$ cat src/rtl/game_state_ctrl.sv
// Game-control stage for the VGA screen block: START -> PLAY -> WIN/LOSE -> START.
// Define GAME_TIMEOUT_EN to enable the PLAY time limit.
module game_state_ctrl #(
  parameter logic [11:0] TH1        = 12'd512,
  parameter logic [11:0] TH2        = 12'd1024,
  parameter logic [11:0] TH3        = 12'd2048,
  parameter int          WIN_HOLD   = 4,
  parameter int          LOSE_HOLD  = 6,
  parameter int          SHOW_TICKS = 4,
  parameter int          TIME_LIMIT = 40
) (
  input  logic        clk_26,
  input  logic        rst,
  input  logic        btn_start,
  input  logic [11:0] mic_level,
  output logic [1:0]  state,
  output logic [3:0]  volume,
  output logic [5:0]  time_left
);

  localparam int HI_W   = $clog2(WIN_HOLD + 1);
  localparam int LO_W   = $clog2(LOSE_HOLD + 1);
  localparam int SHOW_W = $clog2(SHOW_TICKS + 1);

  typedef enum logic [1:0] {
    ST_START = 2'd0,
    ST_PLAY  = 2'd1,
    ST_LOSE  = 2'd2,
    ST_WIN   = 2'd3
  } state_t;

  state_t              state_q, state_d;
  logic [1:0]          vol_q, vol_d;
  logic [HI_W-1:0]     hi_cnt_q, hi_cnt_d;
  logic [LO_W-1:0]     lo_cnt_q, lo_cnt_d;
  logic [SHOW_W-1:0]   show_cnt_q, show_cnt_d;
  logic                btn_q;
  logic [1:0]          lvl;
  logic                start_edge;

`ifdef GAME_TIMEOUT_EN
  logic [5:0]          time_q, time_d;
  assign time_left = time_q;
`else
  wire  [5:0]          unused_time_limit = 6'(TIME_LIMIT);
  assign time_left = 6'd0;
`endif

  // Equal-to-threshold takes the higher level.
  always_comb begin
    if (mic_level >= TH3)      lvl = 2'd3;
    else if (mic_level >= TH2) lvl = 2'd2;
    else if (mic_level >= TH1) lvl = 2'd1;
    else                       lvl = 2'd0;
  end

  assign start_edge = btn_start & ~btn_q;
  assign state      = state_q;
  assign volume     = {2'b00, vol_q};

  always_comb begin
    state_d    = state_q;
    vol_d      = 2'd0;
    hi_cnt_d   = hi_cnt_q;
    lo_cnt_d   = lo_cnt_q;
    show_cnt_d = show_cnt_q;
`ifdef GAME_TIMEOUT_EN
    time_d     = time_q;
`endif
    case (state_q)
      ST_START: begin
        if (start_edge) begin
          state_d  = ST_PLAY;
          hi_cnt_d = '0;
          lo_cnt_d = '0;
`ifdef GAME_TIMEOUT_EN
          time_d   = 6'(TIME_LIMIT);
`endif
        end
      end
      ST_PLAY: begin
        vol_d = lvl;
        if (lvl == 2'd3 && hi_cnt_q == HI_W'(WIN_HOLD - 1)) begin
          state_d    = ST_WIN;
          show_cnt_d = '0;
          vol_d      = 2'd0;
        end else if (lvl == 2'd0 && lo_cnt_q == LO_W'(LOSE_HOLD - 1)) begin
          state_d    = ST_LOSE;
          show_cnt_d = '0;
          vol_d      = 2'd0;
        end
`ifdef GAME_TIMEOUT_EN
        else if (time_q == 6'd1) begin
          state_d    = ST_LOSE;
          show_cnt_d = '0;
          vol_d      = 2'd0;
        end
`endif
        else begin
          hi_cnt_d = (lvl == 2'd3) ? hi_cnt_q + 1'b1 : '0;
          lo_cnt_d = (lvl == 2'd0) ? lo_cnt_q + 1'b1 : '0;
`ifdef GAME_TIMEOUT_EN
          time_d   = time_q - 6'd1;
`endif
        end
      end
      ST_WIN, ST_LOSE: begin
        // time_left deliberately holds here; it reloads only on START->PLAY.
        show_cnt_d = show_cnt_q + 1'b1;
        if (show_cnt_q == SHOW_W'(SHOW_TICKS - 1)) state_d = ST_START;
      end
      default: state_d = ST_START;
    endcase
  end

  // btn_q resets high so a button held through reset cannot start a game.
  always_ff @(posedge clk_26 or posedge rst) begin
    if (rst) begin
      state_q    <= ST_START;
      vol_q      <= 2'd0;
      hi_cnt_q   <= '0;
      lo_cnt_q   <= '0;
      show_cnt_q <= '0;
      btn_q      <= 1'b1;
`ifdef GAME_TIMEOUT_EN
      time_q     <= 6'd0;
`endif
    end else begin
      state_q    <= state_d;
      vol_q      <= vol_d;
      hi_cnt_q   <= hi_cnt_d;
      lo_cnt_q   <= lo_cnt_d;
      show_cnt_q <= show_cnt_d;
      btn_q      <= btn_start;
`ifdef GAME_TIMEOUT_EN
      time_q     <= time_d;
`endif
    end
  end

endmodule
$ cat config.mk
export PLATFORM = sky130hd
export DESIGN_NAME = game_state_ctrl
export DESIGN_NICKNAME = d
export VERILOG_FILES = /design/src/rtl/game_state_ctrl.sv
export SDC_FILE = /design/constraint.sdc
export NUM_CORES = 1
export LEC_CHECK = 0
export ABC_AREA = 1
export CORE_MARGIN = 2
export CORE_UTILIZATION = 35
export CTS_CLUSTER_DIAMETER = 120
export DETAILED_ROUTE_END_ITERATION = 10
export MAX_ROUTING_LAYER = met4
export PLACE_DENSITY_LB_ADDON = 0.25
export SLEW_MARGIN = 10
export SYNTH_ARGS = -nofsm -noshare
export SYNTH_HDL_FRONTEND = slang
export SYNTH_SLANG_ARGS = --single-unit
$ cat constraint.sdc
create_clock -name clk_26 -period 1.3 [get_ports clk_26]
set_input_delay 0.195 -clock clk_26 [delete_from_list [all_inputs] [get_ports clk_26]]
set_output_delay 0.195 -clock clk_26 [all_outputs]
set_load 0.02 [all_outputs]
==> results.toml, run 1 <==
[routing]
drt-initial-drc-count = 19
routed.top_layer = "met4"
vias_per_cell = 4.53
drcViolationCount = 0
avgRoutedWirePerCell_um = 10.3
wl_met3_um = 86
via_count = 734
wl_met1_um = 790
wl_mm = 1.67
ant_nets = 0
dr.pass1.iters = 5
met2_length_um = 781

[setup_path]
rr_endpoint = "hi_cnt_q[2]"
regToRegSetupSlack_ps = -40
critPathRequiredTime_ps = 1480
path_cells = "ha_2, ha_4, nand2_4, nand3_4, nand2_4, nand2_4, nand2_1, nand2_1"
r2r_cells = 8
start_kind = "flop"
crit_buf_inv = 0
cp_common_cell = "nand2_4"
cpPeakStageDelay_ps = 390
critical_path_class = "flop to flop"
slowest_stage = "dfrtp_1"
cpLargestDelayFamily = "simple AND/OR/NAND/NOR gates"
timing.rr.start = "hi_cnt_q[0]"
worstPathArrival_ps = 1520
end_kind = "flop"
path_max_fanout = 7

[status]
violations = "negative setup slack"
status = "complete, but fails checks"

[cells_and_area]
final_core_util_pct = 46.0
drive_above_1_share_pct = 24.2
antenna_cells = 0
areaGrowthSynthToFinish_pct = 27.5
final_common_cell = "nand2_1"
seq_area_um2 = 352
fillers = 265
finalNetCount = 154
final_cells = 162
layout_common_cells = "nand2_1 (24), inv_1 (13), dfrtp_1 (13), nand3_1 (11), buf_4 (11)"
multiInputGateArea_um2 = 474

[clock_network]
clk_pin_slew_ps = 90
clk_latency_ps = 280
cts_tree = "done"
clockRootBuffer = "clkbuf_4"
cts_buffer_depth = 2
h-tree-depth = 1
numClockSinks = 14
cts_hold_buf = 0
cts_buffers = 3

[floorplanning]
core_um2 = 2430
die_x_um = 54.1
row_count = 18
die-area_um2 = 2930
start_util_pct = 36.1
dieHeight_um = 54.1
ioPinCount = 27

[global_routing]
grt_pass1_wl_mm = 2.93
grt_overflow = 0
grt_pass1_vias = 653
antenna_found_initial = 0
grt_max_degree = 15
grt_usage_pct = 14.2

[synth]
synth_flop_cell = "dfrtp_1"
ys_ff_latch = 14
yosysSeqAreaShare_pct = 40.0
synthCells = 109
avgSynthCellArea_um2 = 8.06
synth_edf_count = 0
syn_area_um2 = 878
netlist-cell-type-count = 21
ys_warn_count = 0
async_flop_share_pct = 100

[timing]
rsz0062_at_grt = "true"
hold_viol = 0
setup_tns_ps = -195
fin_skew_ps = 0.582
finalCritPeriodShare_pct = 103
setup-violations-final = 6
max_freq_mhz = 746
fin_crit_ps = 1340
postLayoutSetupSlackWorst_ps = -39.6
finalMaxSlewViolations = 0

[pwr]
p_comb_share_pct = 47.5
power_frac_clock_pct = 17.6
power.switching_mw = 0.748
p_int_mw = 1.07
seq_power_share_pct = 34.9
p_leak_nw = 0.592
power_density_nw_per_um2 = 1620
ir_worst_vdd_v = 0.000944
swShare_pct = 41.1

[placement]
hpwl_mm = 1.25
gp_congestion = 0.729
dp.cells = 157
port-buffer-count = 9

[flow_run]
drv_cap = 0

[hold_path]
hold_path_class = "primary input to async pin"
-- cell families after synthesis --
| family | share of synthesized area (%) |
|---|---|
| AOI/OAI and AO/OA | 3.70 |
| DFF | 40.0 |
| and+or+nand+nor | 34.0 |
| buffers and inverters | 13.2 |
| adders and majority gates | 8.55 |
| other | 0.427 |
-- registers in the layout (all words and copies together) (netlist names) --
signal      cells
hi_cnt_q        3
lo_cnt_q        3
show_cnt_q      3
state           2
vol_q           2
btn_q           1
-- per-layer routing --
metal	global-route usage [%]	vias to the layer above
met5	-	-
met4	2.50	0
met3	5.83	2
met2	22.2	16
met1	17.4	339
li1	-	377
-- power groups by stage --
stage                     Clock [mW]  Combinational, mW  Sequential [mW]
final                          0.319              0.865            0.635
after global routing           0.357              0.971            0.654
after CTS                      0.333              0.857            0.637
after detailed placement           0              0.854            0.648
after global placement             0              0.854            0.643
after floorplan                    0              0.479            0.718
-- worst max path at each step --
stage,startpoint,end,slack [ps],cells after the start
after floorplan,hi_cnt_q[0],lo_cnt_q[2],0.4,8
after global placement,mic_level[11],show_cnt_q[0],-190,6
after detailed placement,mic_level[11],show_cnt_q[2],-200,6
after CTS,hi_cnt_q[0],lo_cnt_q[2],-30,8
after global routing,hi_cnt_q[0],lo_cnt_q[0],-120,8
final,hi_cnt_q[0],hi_cnt_q[2],-40,8
-- synth_stat cells (2+ instances only) --
cell / n / area share [%]
nand2_1: 28 / 12
dfrtp_1: 13 / 37
inv_1: 13 / 5.6
nand3_1: 11 / 6.3
buf_4: 8 / 6.8
nor2_1: 8 / 3.4
ha_1: 6 / 8.5
o21ai_0: 3 / 1.7
a21oi_1: 2 / 1.1
inv_2: 2 / 0.86
nand2_4: 2 / 2.6
nand3_2: 2 / 2.3
nand3b_1: 2 / 1.7
nor3_1: 2 / 1.1
-- cell type report --
type	count	share of cell area (%)
clock buffer	4	3.24
inverter	15	5.03
multi-input combinational	79	42.3
sequential	14	31.4
tap	30	3.35
timing repair buffer	20	14.6
-- timing repair --
action                                  4_1_cts  5_1_grt
pin swaps                                     5        2
resized for setup                             8        6
endpoints found under the setup margin       15       12
setup buffers                                 1        0
-- tightest hold or removal path: cells and delay by family --
kind	cells	cell delay [ps]
buf+inv	3	650
-- metrics by stage --
step | total power, mW | setup slack (ps) | area (um2) | hold WS (ps)
2_1_floorplan | 1.20 | 0.383 | 910 | 83.5
3_3_place_gp | 1.50 | -186 | 1050 | 460
3_5_place_dp | 1.50 | -200 | 1050 | 468
4_1_cts | 1.83 | -34.9 | 1120 | 199
5_1_grt | 1.98 | -120 | 1120 | 208
6_report | 1.82 | -39.6 | 1120 | 202
(Power assumes the default switching activity.)
==> inputs of run 2 (changes only) <==
Settings changed: CTS_CLUSTER_SIZE set to 16, TNS_END_PERCENT set to 1.
==> run 2 against run 1 <==
  * The flow still finishes with violations (negative setup slack)
  * Sequential share of layout area is 0.38 points lower
  * Combinational power up 3.4%
  * Via count is 0.27% lower
==> results.toml, run 2 (synthesized netlist as in run 1, its figures left out) <==
[setup_path]
end_kind = "flop"
path_max_fanout = 7
critPathRequiredTime_ps = 1480
crit_start = "hi_cnt_q[0]"
timing.rr.start = "hi_cnt_q[0]"
worstPathArrival_ps = 1520
start_kind = "flop"
critical_path_class = "flop to flop"

[timing]
fin_skew_ps = 0.490
hold_viol = 0
rsz0062_at_grt = "true"
max_freq_mhz = 750
postLayoutSetupSlackWorst_ps = -34.0
setup-violations-final = 8
finalCritPeriodShare_pct = 103
fin_crit_ps = 1330
finalMaxSlewViolations = 0

[cells_and_area]
final_common_cell = "nand2_1"
layout_common_cells = "nand2_1 (24), inv_1 (13), dfrtp_1 (13), buf_4 (12), nand3_1 (11)"
antenna_cells = 0
areaGrowthSynthToFinish_pct = 29.1
finalNetCount = 155
layout_top_registers = "hi_cnt_q: 3 flops, lo_cnt_q: 3 flops, show_cnt_q: 3 flops"
drive_above_1_share_pct = 24.8
final_core_util_pct = 46.6

[global_routing]
grt_pass1_wl_mm = 2.88
grt_pass1_vias = 668
grt_usage_pct = 14.1
antenna_found_initial = 0
grt_max_degree = 15
grt_overflow = 0

[routing]
dr.pass1.iters = 4
via_count = 732
wl_mm = 1.67
avgRoutedWirePerCell_um = 10.2
ant_nets = 0
drt-initial-drc-count = 8
vias_per_cell = 4.49
drcViolationCount = 0

[status]
violations = "negative setup slack"
status = "complete, but fails checks"

[floorplanning]
ioPinCount = 27
die_x_um = 54.1
core_um2 = 2430
die-area_um2 = 2930
row_count = 18
start_util_pct = 36.1
dieHeight_um = 54.1

[clock_network]
cts_buffer_depth = 2
clockRootBuffer = "clkbuf_4"
numClockSinks = 14
h-tree-depth = 1
clk_latency_ps = 280
cts_buffers = 3
clk_pin_slew_ps = 90
cts_tree = "done"

[pwr]
p_total_mw = 1.85
power_density_nw_per_um2 = 1630
p_leak_nw = 0.598
ir_worst_vdd_v = 0.000963

[placement]
port-buffer-count = 9
gp_congestion = 0.729
dp_slack_ps = -200
hpwl_mm = 1.25

[flow_run]
drv_cap = 0

[hold_path]
hold_path_class = "primary input to async pin"
-- run 2: changes by cell type in the layout (fill, tap and decap cells not counted) --
cell,previous run,this run
dlygate4sd2_1,3,4
nor2_2,0,1
nor2_1,8,7
buf_4,11,12
clkbuf_2,1,0
-- run 2: worst paths after layout --
| path | slack [ps] | end | cells after the start |
|---|---|---|---|
| max in group asynchronous | 860 | btn_q | 3 |
| worst min register to register | 490 | hi_cnt_q[2] | 2 |
| worst max-delay path | -30 | lo_cnt_q[2] | 8 |
| worst max register to register | -30 | lo_cnt_q[2] | 8 |
| worst min-delay path | 200 | hi_cnt_q[1] | 3 |
| min in group clk_26 | 470 | btn_q | 2 |
-- run 2: critical path: stages (launching register included) --
cell     delay (ps)
dfrtp_1         390
ha_2            200
ha_4            160
nand2_4          70
nand3_4          90
nand2_4         120
nand2_4          80
nand2_2          70
nand2_2          40
-- run 2: power breakdown --
group	internal [mW]	switching, mW	total (mW)
Clock	0.170	0.150	0.320
Sequential	0.556	0.0781	0.635
Combinational	0.371	0.523	0.894
-- run 2: layer usage --
| metal | up-vias | wire, um | global-route usage [%] |
|---|---|---|---|
| li1 | 378 | - | - |
| met1 | 337 | 733 | 16.7 |
| met2 | 15 | 827 | 22.6 |
| met3 | 2 | 98 | 5.83 |
| met4 | 0 | 9 | 2.50 |
| met5 | - | 0 | - |
-- run 2: stage by stage --
step	instance area, um2	TNS, ps	hold slack (ps)	instances
6_report	1130	-194	200	163
5_1_grt	1130	-989	208	163
4_1_cts	1090	-265	199	161
3_5_place_dp	1050	-1820	468	157
3_3_place_gp	1050	-1680	460	157
2_1_floorplan	910	0	83.5	116
-- run 2: what timing repair did --
item | 4_1_cts | 5_1_grt
setup buffers | 0 | 2
gates cloned | 0 | 0
endpoints found under the setup margin | 15 | 12
resized for setup | 7 | 6
hold buffers | 0 | 0
pin swaps | 0 | 4
-- run 2: cell type report --
class | instances | area [um2]
clock buffer | 4 | 36.3
fill | 262 | 1300
inverter | 15 | 56.3
multi-input combinational | 79 | 477
sequential | 14 | 352
tap | 30 | 37.5
timing repair buffer | 21 | 175
